$ cat config.mk
export PLATFORM = sky130hd
export DESIGN_NAME = sram_arbiter
export DESIGN_NICKNAME = d
export VERILOG_FILES = /design/src/rtl/sram_arbiter.sv
export SDC_FILE = /design/constraint.sdc
export NUM_CORES = 1
export LEC_CHECK = 0
export ABC_AREA = 1
export CAP_MARGIN = 40
export CORE_UTILIZATION = 45
export CTS_CLUSTER_SIZE = 28
export DETAILED_ROUTE_END_ITERATION = 8
export GPL_TIMING_DRIVEN = 0
export PLACE_DENSITY = 0.86
export SYNTH_ARGS = -nofsm -noshare
export SYNTH_HDL_FRONTEND = slang
export SYNTH_SLANG_ARGS = --single-unit
export TNS_END_PERCENT = 20
$ cat constraint.sdc
create_clock -name clk -period 4.5 [get_ports clk]
set_input_delay 0.9 -clock clk [delete_from_list [all_inputs] [get_ports clk]]
set_output_delay 0.9 -clock clk [all_outputs]
set_load 0.02 [all_outputs]
$ cat src/rtl/sram_arbiter.sv
// rtl/sram_arbiter.sv - two-requester arbiter in front of a single-port SRAM
// Build option: define SRAM_ARB_RR_EN for round-robin arbitration, otherwise requester 0 has fixed priority.
module sram_arbiter #(
  parameter int AW = 3,
  parameter int DW = 32
) (
  input  logic          clk,
  input  logic          resetn,
  input  logic          req0_valid,
  input  logic          req0_we,
  input  logic [AW-1:0] req0_add,
  input  logic [DW-1:0] req0_wd,
  output logic          req0_ready,
  input  logic          req1_valid,
  input  logic          req1_we,
  input  logic [AW-1:0] req1_add,
  input  logic [DW-1:0] req1_wd,
  output logic          req1_ready,
  output logic          rsp0_valid,
  output logic [DW-1:0] rsp0_rd,
  output logic          rsp1_valid,
  output logic [DW-1:0] rsp1_rd,
  output logic [AW-1:0] sram_add,
  output logic          sram_we,
  output logic [DW-1:0] sram_wd,
  input  logic [DW-1:0] sram_rd
);

  typedef enum logic [1:0] {IDLE, WR, RD, RSP} state_t;

  state_t        state_q, state_d;
  logic [AW-1:0] add_q, add_d;
  logic [DW-1:0] wd_q, wd_d;
  logic          owner_q, owner_d;
  logic [DW-1:0] rsp0_rd_q, rsp0_rd_d;
  logic [DW-1:0] rsp1_rd_q, rsp1_rd_d;
  logic          grant0, grant1;

`ifdef SRAM_ARB_RR_EN
  logic last_q, last_d;

  // On contention the requester that did not win last time gets the slot.
  always_comb begin
    grant0 = req0_valid && (!req1_valid || last_q);
    grant1 = req1_valid && (!req0_valid || !last_q);
  end
`else
  always_comb begin
    grant0 = req0_valid;
    grant1 = req1_valid && !req0_valid;
  end
`endif

  always_comb begin
    state_d    = state_q;
    add_d      = add_q;
    wd_d       = wd_q;
    owner_d    = owner_q;
    rsp0_rd_d  = rsp0_rd_q;
    rsp1_rd_d  = rsp1_rd_q;
`ifdef SRAM_ARB_RR_EN
    last_d     = last_q;
`endif
    req0_ready = 1'b0;
    req1_ready = 1'b0;
    rsp0_valid = 1'b0;
    rsp1_valid = 1'b0;
    case (state_q)
      IDLE: begin
        req0_ready = resetn && grant0;
        req1_ready = resetn && grant1;
        if (grant0) begin
          add_d   = req0_add;
          wd_d    = req0_wd;
          owner_d = 1'b0;
          state_d = req0_we ? WR : RD;
`ifdef SRAM_ARB_RR_EN
          last_d  = 1'b0;
`endif
        end else if (grant1) begin
          add_d   = req1_add;
          wd_d    = req1_wd;
          owner_d = 1'b1;
          state_d = req1_we ? WR : RD;
`ifdef SRAM_ARB_RR_EN
          last_d  = 1'b1;
`endif
        end
      end
      WR: begin
        state_d = RSP;
        if (owner_q) rsp1_rd_d = '0;
        else         rsp0_rd_d = '0;
      end
      RD: begin
        // Read data is latched here so it is already valid during the response cycle.
        state_d = RSP;
        if (owner_q) rsp1_rd_d = sram_rd;
        else         rsp0_rd_d = sram_rd;
      end
      RSP: begin
        state_d    = IDLE;
        rsp0_valid = !owner_q;
        rsp1_valid = owner_q;
      end
      default: state_d = IDLE;
    endcase
  end

  always_ff @(posedge clk or negedge resetn) begin
    if (!resetn) begin
      state_q   <= IDLE;
      add_q     <= '0;
      wd_q      <= '0;
      owner_q   <= 1'b0;
      rsp0_rd_q <= '0;
      rsp1_rd_q <= '0;
`ifdef SRAM_ARB_RR_EN
      last_q    <= 1'b1;
`endif
    end else begin
      state_q   <= state_d;
      add_q     <= add_d;
      wd_q      <= wd_d;
      owner_q   <= owner_d;
      rsp0_rd_q <= rsp0_rd_d;
      rsp1_rd_q <= rsp1_rd_d;
`ifdef SRAM_ARB_RR_EN
      last_q    <= last_d;
`endif
    end
  end

  assign sram_we  = (state_q == WR);
  assign sram_add = add_q;
  assign sram_wd  = wd_q;
  assign rsp0_rd  = rsp0_rd_q;
  assign rsp1_rd  = rsp1_rd_q;

endmodule

# ---- Word level (Yosys, flattened, before mapping)
# Index checks and enable logic that the tools add are counted.
dict set report totals {
  regBits 102
  inputBits 108
  out_inout_bits 104
  word_cells 47
}
dict set report op_classes {
  eq_ne 8
  n_mux 21
  n_reduce_logical 12
}
# op count
set op_table {}
lappend op_table {{32-bit 2-to-1 mux} 6}
lappend op_table {{32-bit one-hot mux with 2 select lines} 2}
lappend op_table {{2-bit 2-to-1 mux} 4}
lappend op_table {{1-bit 2-to-1 mux} 6}
lappend op_table {{3-bit 2-to-1 mux} 2}
lappend op_table {{2-bit != test (second input constant)} 3}
lappend op_table {{2-bit one-hot mux with 3 select lines} 1}
lappend op_table {{3-bit AND reduction} 2}
lappend op_table {{2-bit == test (second input constant)} 2}
lappend op_table {{2-bit nonzero test} 2}
lappend op_table {{1-bit logical AND} 3}
lappend op_table {{3-bit != test (second input constant)} 1}
lappend op_table {{2-bit by 1-bit == test with 1-bit output (second input constant)} 1}
lappend op_table {{1-bit zero test} 2}
lappend op_table {{2-bit zero test} 1}
lappend op_table {{2-bit by 1-bit != test with 1-bit output (second input constant)} 1}
lappend op_table {{2-bit AND reduction} 1}
lappend op_table {{2-bit OR reduction} 1}

# ---- Logic depth before layout (Yosys ltp)
dict set report logic_depth {
  depth_word 5
  depth_mapped 8
  ltp_nobuf 7
}

# ---- Worst setup path after synthesis
# No wires, ideal clock.
dict set report synth_timing {
  kind {input to output}
  startpoint {input port req0_valid}
  endpoint {output port req0_ready}
  arrival_time_ns 1.610
  path_slack_ns 1.990
  path_stages 3
  n_path_buf 1
  cell_sequence {inv_2 -> buf_2 -> nor3_1}
}
dict set report synth_via {
  elab_chain_len 2
}
# element line
set synth_rtl {}
lappend synth_rtl {{start: declaration} 9} ;# input logic req0_valid,
lappend synth_rtl {{1-bit logical AND} 70} ;# req0_ready = resetn && grant0;
lappend synth_rtl {{1-bit 2-to-1 mux} 68} ;# case (state_q)
lappend synth_rtl {{end: declaration} 13} ;# output logic req0_ready,
# No other way between the ends.

# ---- Final worst setup path
dict set report layout_timing {
  startpoint {input port req0_valid}
  endpoint {output port req1_ready}
}
dict set report layout_via {
  elab_chain_len 4
}
# element line
set layout_rtl {}
lappend layout_rtl {{1-bit zero test} 50} ;# grant1 = req1_valid && !req0_valid;
lappend layout_rtl {{1-bit logical AND} 50}
lappend layout_rtl {{1-bit logical AND} 71} ;# req1_ready = resetn && grant1;
lappend layout_rtl {{1-bit 2-to-1 mux} 68}
lappend layout_rtl {{end: declaration} 18} ;# output logic req1_ready,
# No other way between the ends.

==> results.toml <==
[status]
status = "finished, final reports clean"

[power_and_ir_drop]
vdd_drop_max_mv = 0.363
p_leak_nw = 3.46
power_density_nw_per_um2 = 716
power_mw = 5.18

[sta]
setup_viol = 0
tightest_slew_ns = 0.551
slew_headroom_pct = 63.3
finalHoldViolations = 0
finalCritPeriodShare_pct = 77.1
clock_skew_ns = 0.00828
rsz0062_at_grt = "no"
period_needed_ns = 3.47
drv_slew = 0
fmax_mhz = 288

[floorplanning]
top_level_ports = 212
dieArea_sq_um = 10900
chipHeight_um = 104
core_sq_um = 10200
rows = 37
fp.dieW_um = 104
start_util_pct = 46.2

[logic_synthesis]
synth_area_sq_um = 4720
netlist_instances = 581
synth_largest_area_cell = "dfrtp_1"
avgSynthCellArea_sq_um = 8.13
yosysTopAreaCellShare_pct = 54.0
yosysSeqAreaShare_pct = 54.0
yosysWarnings = 0
yosys.cell_types.count = 22
ys_ff_latch = 102
synth.area.top_cells = "dfrtp_1, nand2_1, o21ai_0"
synth_nets = 694

[placement]
io_buffers = 211
gp_congestion = 0.867
dp_hpwl_mm = 10.5
dpl-instance-area_sq_um = 7030

[setup_path]
r2r-start = "state_q[0]$_DFFE_PN0P_"
cp-endpoint = "req1_ready"
r2r-end = "rsp0_rd[20]$_DFFE_PN0P_"
crit_path_end_kind = "output pin"
cp.depth = 6
cp.buffers_inverters = 3
worstPathArrival_ns = 2.57
worst_setup_path_start_kind = "primary input"
r2r_slack_ns = 2.71
crit_slowest_cell = "clkdlybuf4s50_1"
critical_path_class = "in2out"
startpoint = "req0_valid"
crit_chain = "clkdlybuf4s50_1, inv_2, a21oi_4, nand2_1, nor2_1, clkdlybuf4s50_1"
critPathTopFamily = "buffers and inverters"
worstRegToRegCells = 6
cp_data_required_time_ns = 3.60
cp_max_fo = 9
crit_top_cell = "clkdlybuf4s50_1"
cpPeakStageDelay_ns = 0.65

[clock_network]
cts_setup_buffers = 0
clock_path_buffers = 2
cts_sinks = 102
ctsHoldBuffers = 0
h-tree-depth = 3
path_clk_slew_ns = 0.09
worstSkewPairLatency_ns = 0.35
cts_tree = "done"
numCtsBuffers = 9
cts_resized = 0
root_buffer = "clkbuf_8"

[detailed_routing]
totalWireLength_mm = 13.3
drtAntennaViolNets = 0
drc = 0
drtPass1Iterations = 5
via_per_inst = 4.86
wl_met3_um = 920
avgRoutedWirePerCell_um = 14.1
wl_met1_mm = 5.48
vias = 4588
wl_met2_mm = 6.69
top_layer_used = "met4"
drt_iter0_markers = 233

[worst_hold_path]
hold_path.class = "reg2reg"

[finish]
area_growth_pct = 53.1
drive_above_1_share_pct = 6.67
nets = 917
postLayoutCoreUtil_pct = 70.7
diodes = 0
stdcell_area_sq_um = 7230
fillers = 773

[global_route]
grt_pass1_vias = 4595
grt_pass1_wl_mm = 22.0
grtUsageTotal_pct = 25.5
antenna_found_initial = 0
grt_overflow = 0
grt_max_degree = 63

[flow_run]
cap_violations = 0
[through the flow]
| step | hold WS, ns | TNS, ns | instances | setup WS [ns] |
|---|---|---|---|---|
| 6_report | 0.479 | 0 | 945 | 1.03 |
| 5_1_grt | 0.507 | 0 | 945 | 0.903 |
| 4_1_cts | 0.481 | 0 | 945 | 1.01 |
| 3_5_place_dp | 0.460 | 0 | 929 | 1.03 |
| 3_3_place_gp | 0.453 | -117.24 | 928 | -2.17 |
| 2_1_floorplan | 0.531 | 0 | 581 | 1.99 |
[report_power, final]
part	internal (mW)	switching [mW]	leakage (nW)
logic	1.26	1.75	2.03
clock network	0.273	0.306	0.0955
registers	1.34	0.251	1.34
[state kept, by name, indices dropped and copies added, names as in the netlist]
register / flops
owner_q: 1
rsp1_rd: 32
sram_add: 3
state_q: 2
rsp0_rd: 32
sram_wd: 32
[tightest hold or removal path: cells and delay by family (launching register included)]
kind | cells | cell delay [ns]
DFF | 1 | 0.35
and+or+nand+nor | 2 | 0.10
[Yosys cell counts (all sizes together)]
cell type    n
nand2      278
dfrtp      102
o21ai       70
inv         46
nand3b      32
buf         28
clkbuf       7
nor2         7
ha           5
nand3        2
a21oi        1
nand4        1
nor3         1
or2          1
[layer usage]
layer | GRT usage, % | vias to the layer above
met3 | 4.89 | 15
met4 | 8.78 | 0
li1 | - | 2237
met2 | 44.2 | 214
met1 | 31.8 | 2122
met5 | 0 | -
[logic make-up after synthesis]
| logic type | after synthesis | synth area share [%] |
|---|---|---|
| AND/OR/NAND/NOR | 322 | 28.6 |
| flip-flops | 102 | 54.0 |
| AO/OA/AOI/OAI | 71 | 8.00 |
| buffers and inverters | 81 | 8.00 |
| adder cells (fa/ha/maj) | 5 | 1.32 |
[cells in the final DEF, fill, tap and decap left out, drive strengths merged]
cell,count
nand3,2
nand2,278
nand4,1
clkdlybuf4s50,210
clkinv,2
nor3,1
nor2,7
a21oi,1
nand3b,32
or2,1
bufinv,1
clkinvlp,2
buf,30
inv,46
clkbuf,18
o21ai,70
dfrtp,102
ha,5
[cell type report]
class                           instances  area (sq um)  share of cell area [%]
Clock inverter                          5          58.8                   0.813
Inverter                               46           173                    2.39
Timing Repair Buffer                  212          2140                    29.6
Multi-Input combinational cell        398          1790                    24.8
Sequential cell                       102          2550                    35.3
Buffer                                 35           205                    2.84
Clock buffer                           11           141                    1.96
Tap cell                              136           170                    2.35
[how the worst min path moves through the flow]
| stage | from | to | slack (ns) | cells past startpoint |
|---|---|---|---|---|
| 6_report | rsp1_rd[20]$_DFFE_PN0P_ | rsp1_rd[20]$_DFFE_PN0P_ | 0.48 | 2 |
| 2_1_floorplan | state_q[1]$_DFFE_PN0P_ | state_q[1]$_DFFE_PN0P_ | 0.53 | 2 |
| 4_1_cts | rsp1_rd[14]$_DFFE_PN0P_ | rsp1_rd[14]$_DFFE_PN0P_ | 0.48 | 2 |
| 5_1_grt | rsp1_rd[23]$_DFFE_PN0P_ | rsp1_rd[23]$_DFFE_PN0P_ | 0.51 | 2 |
| 3_5_place_dp | rsp1_rd[14]$_DFFE_PN0P_ | rsp1_rd[14]$_DFFE_PN0P_ | 0.46 | 2 |
| 3_3_place_gp | rsp1_rd[10]$_DFFE_PN0P_ | rsp1_rd[10]$_DFFE_PN0P_ | 0.45 | 2 |
No activity file was read; power rests on OpenSTA's default activity.
==> patch (same flow settings) <==
Build with the macro `SRAM_ARB_RR_EN` defined.
--- a/src/rtl/sram_arbiter.sv
+++ b/src/rtl/sram_arbiter.sv
@@ -1,5 +1,7 @@
 // rtl/sram_arbiter.sv - two-requester arbiter in front of a single-port SRAM
 // Build option: define SRAM_ARB_RR_EN for round-robin arbitration, otherwise requester 0 has fixed priority.
+`define SRAM_ARB_RR_EN
+
 module sram_arbiter #(
   parameter int AW = 3,
   parameter int DW = 32
Check against the original RTL: not equivalent (Yosys sat finds a counterexample within 4 cycles, from zero or initial values and one cycle with resetn low).
==> patch against the unedited design <==
Die area shrank 3.8%. Cell count is 11% lower. Via count shrank 8.8%. Sequential share of layout area is 1.4 points higher. Power down 12%. Worst hold slack gained 0.013 ns. Wire length is 1.8% lower. Global-route usage rose by 0.30 points. Critical path depth increased by 1. Largest power group unchanged. Final area fell by 2.7%. Register-to-register slack got worse by 0.02 ns. Sequential cell count increased by 1. Synthesized area fell by 3.9%. Setup slack got worse by 0.29 ns.
==> patch: results (changes against the unedited design) <==
Flow run
  – Max cap viols: 0 (unchanged)

Yosys
  – Seq/Total Area, Yosys: 56.8% (+2.8 points)
  – Async S/R FF share, synth: 100% (unchanged)
  – Top post-synthesis cells by count: nand2_1, dfrtp_1, o21ai_1, o21ai_2, nor2_1
  – Syn nets: 592 (-15%)
  – Synth unique cells: 20 (-9.1%)
  – Yosys warnings: 0 (unchanged)
  – Primary FF master, synth: dfrtp_1
  – Synth top area cells: dfrtp_1, nand2_1, o21ai_2

GRT
  – GR Util All Layers: 25.8% (+0.30 points)
  – Largest net degree at the start of global routing: 67 (+6.3%)
  – Initial antenna violation count: 0 (unchanged)
  – Vias in the first global route: 4246 (-7.6%)
  – First-pass GRT wire length: 20600 µm (-6.2%)

CTS
  – Post-CTS Setup Inserts: 0 (unchanged)
  – Cts bufs inserted: 9 (unchanged)
  – Clock slew at reported path FFs: 0.10 ns
  – H-Tree Depth: 3 (unchanged)
  – Clk root buf: clkbuf_8
  – Clock Latency Late Sink: 0.36 ns
  – Post-cts resize count: 0 (unchanged)
  – Longest Clk Path Bufs: 2 (unchanged)

STA
  – Rel. slew slack: 63.8% (+0.47 points)
  – Clock Skews: 0.00961 ns (+0.00134 ns)

Critical path
  – Family with the most delay on the worst path: buffers and inverters
  – Worst R2R Path Depth: 8 (+2)
  – CP max-delay cell: clkdlybuf4s50_1
  – CP arrival: 2.86 ns (+0.29 ns)
  – Worst-path fanout max: 10 (+1)
  – Slowest cell delay on critical path: 0.63 ns (-0.02 ns)

Final layout
  – Share of cells above drive strength 1: 14.9% (+8.2 points)
  – Final net count: 815 (-11%)
  – # diodes: 0 (unchanged)
  – # fillers: 740 (-4.3%)

Placed design
  – DPL Wire Length: 9990 µm (-4.9%)
  – Worst slack at placement: 0.752 ns (-0.277 ns)
  – Placer Congestion: 0.781 (-9.8%)
  – Port Buffer Count: 211 (unchanged)

Run status
  – Run status: completed

Routing
  – Via count: 4184 (-8.8%)
  – Iter 0 DRT Violations: 124 (-47%)
  – DR pass1 iterations: 4 (-1)
  – Final Routed Wirelength: 13100 µm (-1.8%)

Worst hold path
  – Hold Crit Depth: 2 (unchanged)
  – Hold crit path type: reg -> reg

Power and ir drop
  – P_leak: 3.00 nW (-13%)
  – Worst vdd ir: 0.362 mV (-0.26%)
patch: changes by cell type in the layout (fill, tap and decap cells not counted), moves of 2 or more:
cell | unedited run | this run
clkbuf_2 | 3 | 0
o21ai_1 | 4 | 82
o21ai_2 | 0 | 56
nand3_1 | 1 | 3
inv_1 | 45 | 10
nand3b_1 | 32 | 0
buf_12 | 0 | 2
buf_4 | 5 | 2
o21ai_0 | 65 | 0
nor2_1 | 7 | 41
buf_2 | 20 | 17
nand2_1 | 277 | 140
patch: power breakdown:
group | leakage, nW | switching [mW] | total [mW] | internal, mW
combinational | 1.56 | 1.56 | 2.60 | 1.05
clock | 0.0922 | 0.326 | 0.562 | 0.236
sequential | 1.34 | 0.166 | 1.40 | 1.24
patch: tightest hold or removal path: stages, from the launching register on:
cell	delay, ns
dfrtp_1	0.36
nand2_1	0.06
o21ai_2	0.05
patch: area by class of cell:
type | count | area share (%)
clock buffers | 11 | 2.15
plain buffers | 30 | 2.95
flip-flops and latches | 103 | 36.7
clock inverters | 5 | 0.587
well taps | 133 | 2.37
multi-input cells | 334 | 24.3
repair buffers | 212 | 30.4
inverters | 12 | 0.640
patch: routing by layer:
layer / vias to the layer above / track usage [%] / share of wire (%)
met2: 183 / 45.5 / 51
met4: 0 / 7.91 / 1.2
met3: 15 / 8.28 / 9.4
met5: - / 0 / 0
li1: 2019 / - / -
met1: 1967 / 29.8 / 39
patch: cell families (layout without fill, tap and decap cells):
group	after synthesis	count (layout)	synth area share, %
fa+ha+maj	5	5	1.38
compound gates	140	140	20.3
buf+inv	42	270	5.57
flops	103	103	56.8
simple gates	189	189	15.9
patch: final timing paths:
check,start,endpoint,slack (ns)
hold reg to reg,sram_wd[30]$_DFFE_PN0P_,sram_wd[30]$_DFFE_PN0P_,0.49
max in group asynchronous,resetn,rsp1_rd[21]$_DFFE_PN0P_,3.27
setup / recovery,req0_valid,req1_ready,0.74
min in group asynchronous,resetn,rsp0_rd[13]$_DFFE_PN0P_,0.51
setup reg to reg,state_q[0]$_DFFE_PN0P_,rsp1_rd[17]$_DFFE_PN0P_,2.69
hold / removal,sram_wd[30]$_DFFE_PN0P_,sram_wd[30]$_DFFE_PN0P_,0.49
patch: metrics by stage:
| step | area, µm² | TNS (ns) | utilization [%] | instances | hold slack [ns] |
|---|---|---|---|---|---|
| after floorplan | 4540 | 0 | - | 479 | 0.470 |
| final | 7040 | 0 | 72.0 | 840 | 0.492 |
| after global placement | 6820 | -132.06 | 69.8 | 823 | 0.466 |
| after detailed placement | 6840 | 0 | 70.0 | 824 | 0.469 |
| after global routing | 7040 | 0 | 72.0 | 840 | 0.518 |
| after CTS | 7040 | 0 | 72.0 | 840 | 0.495 |
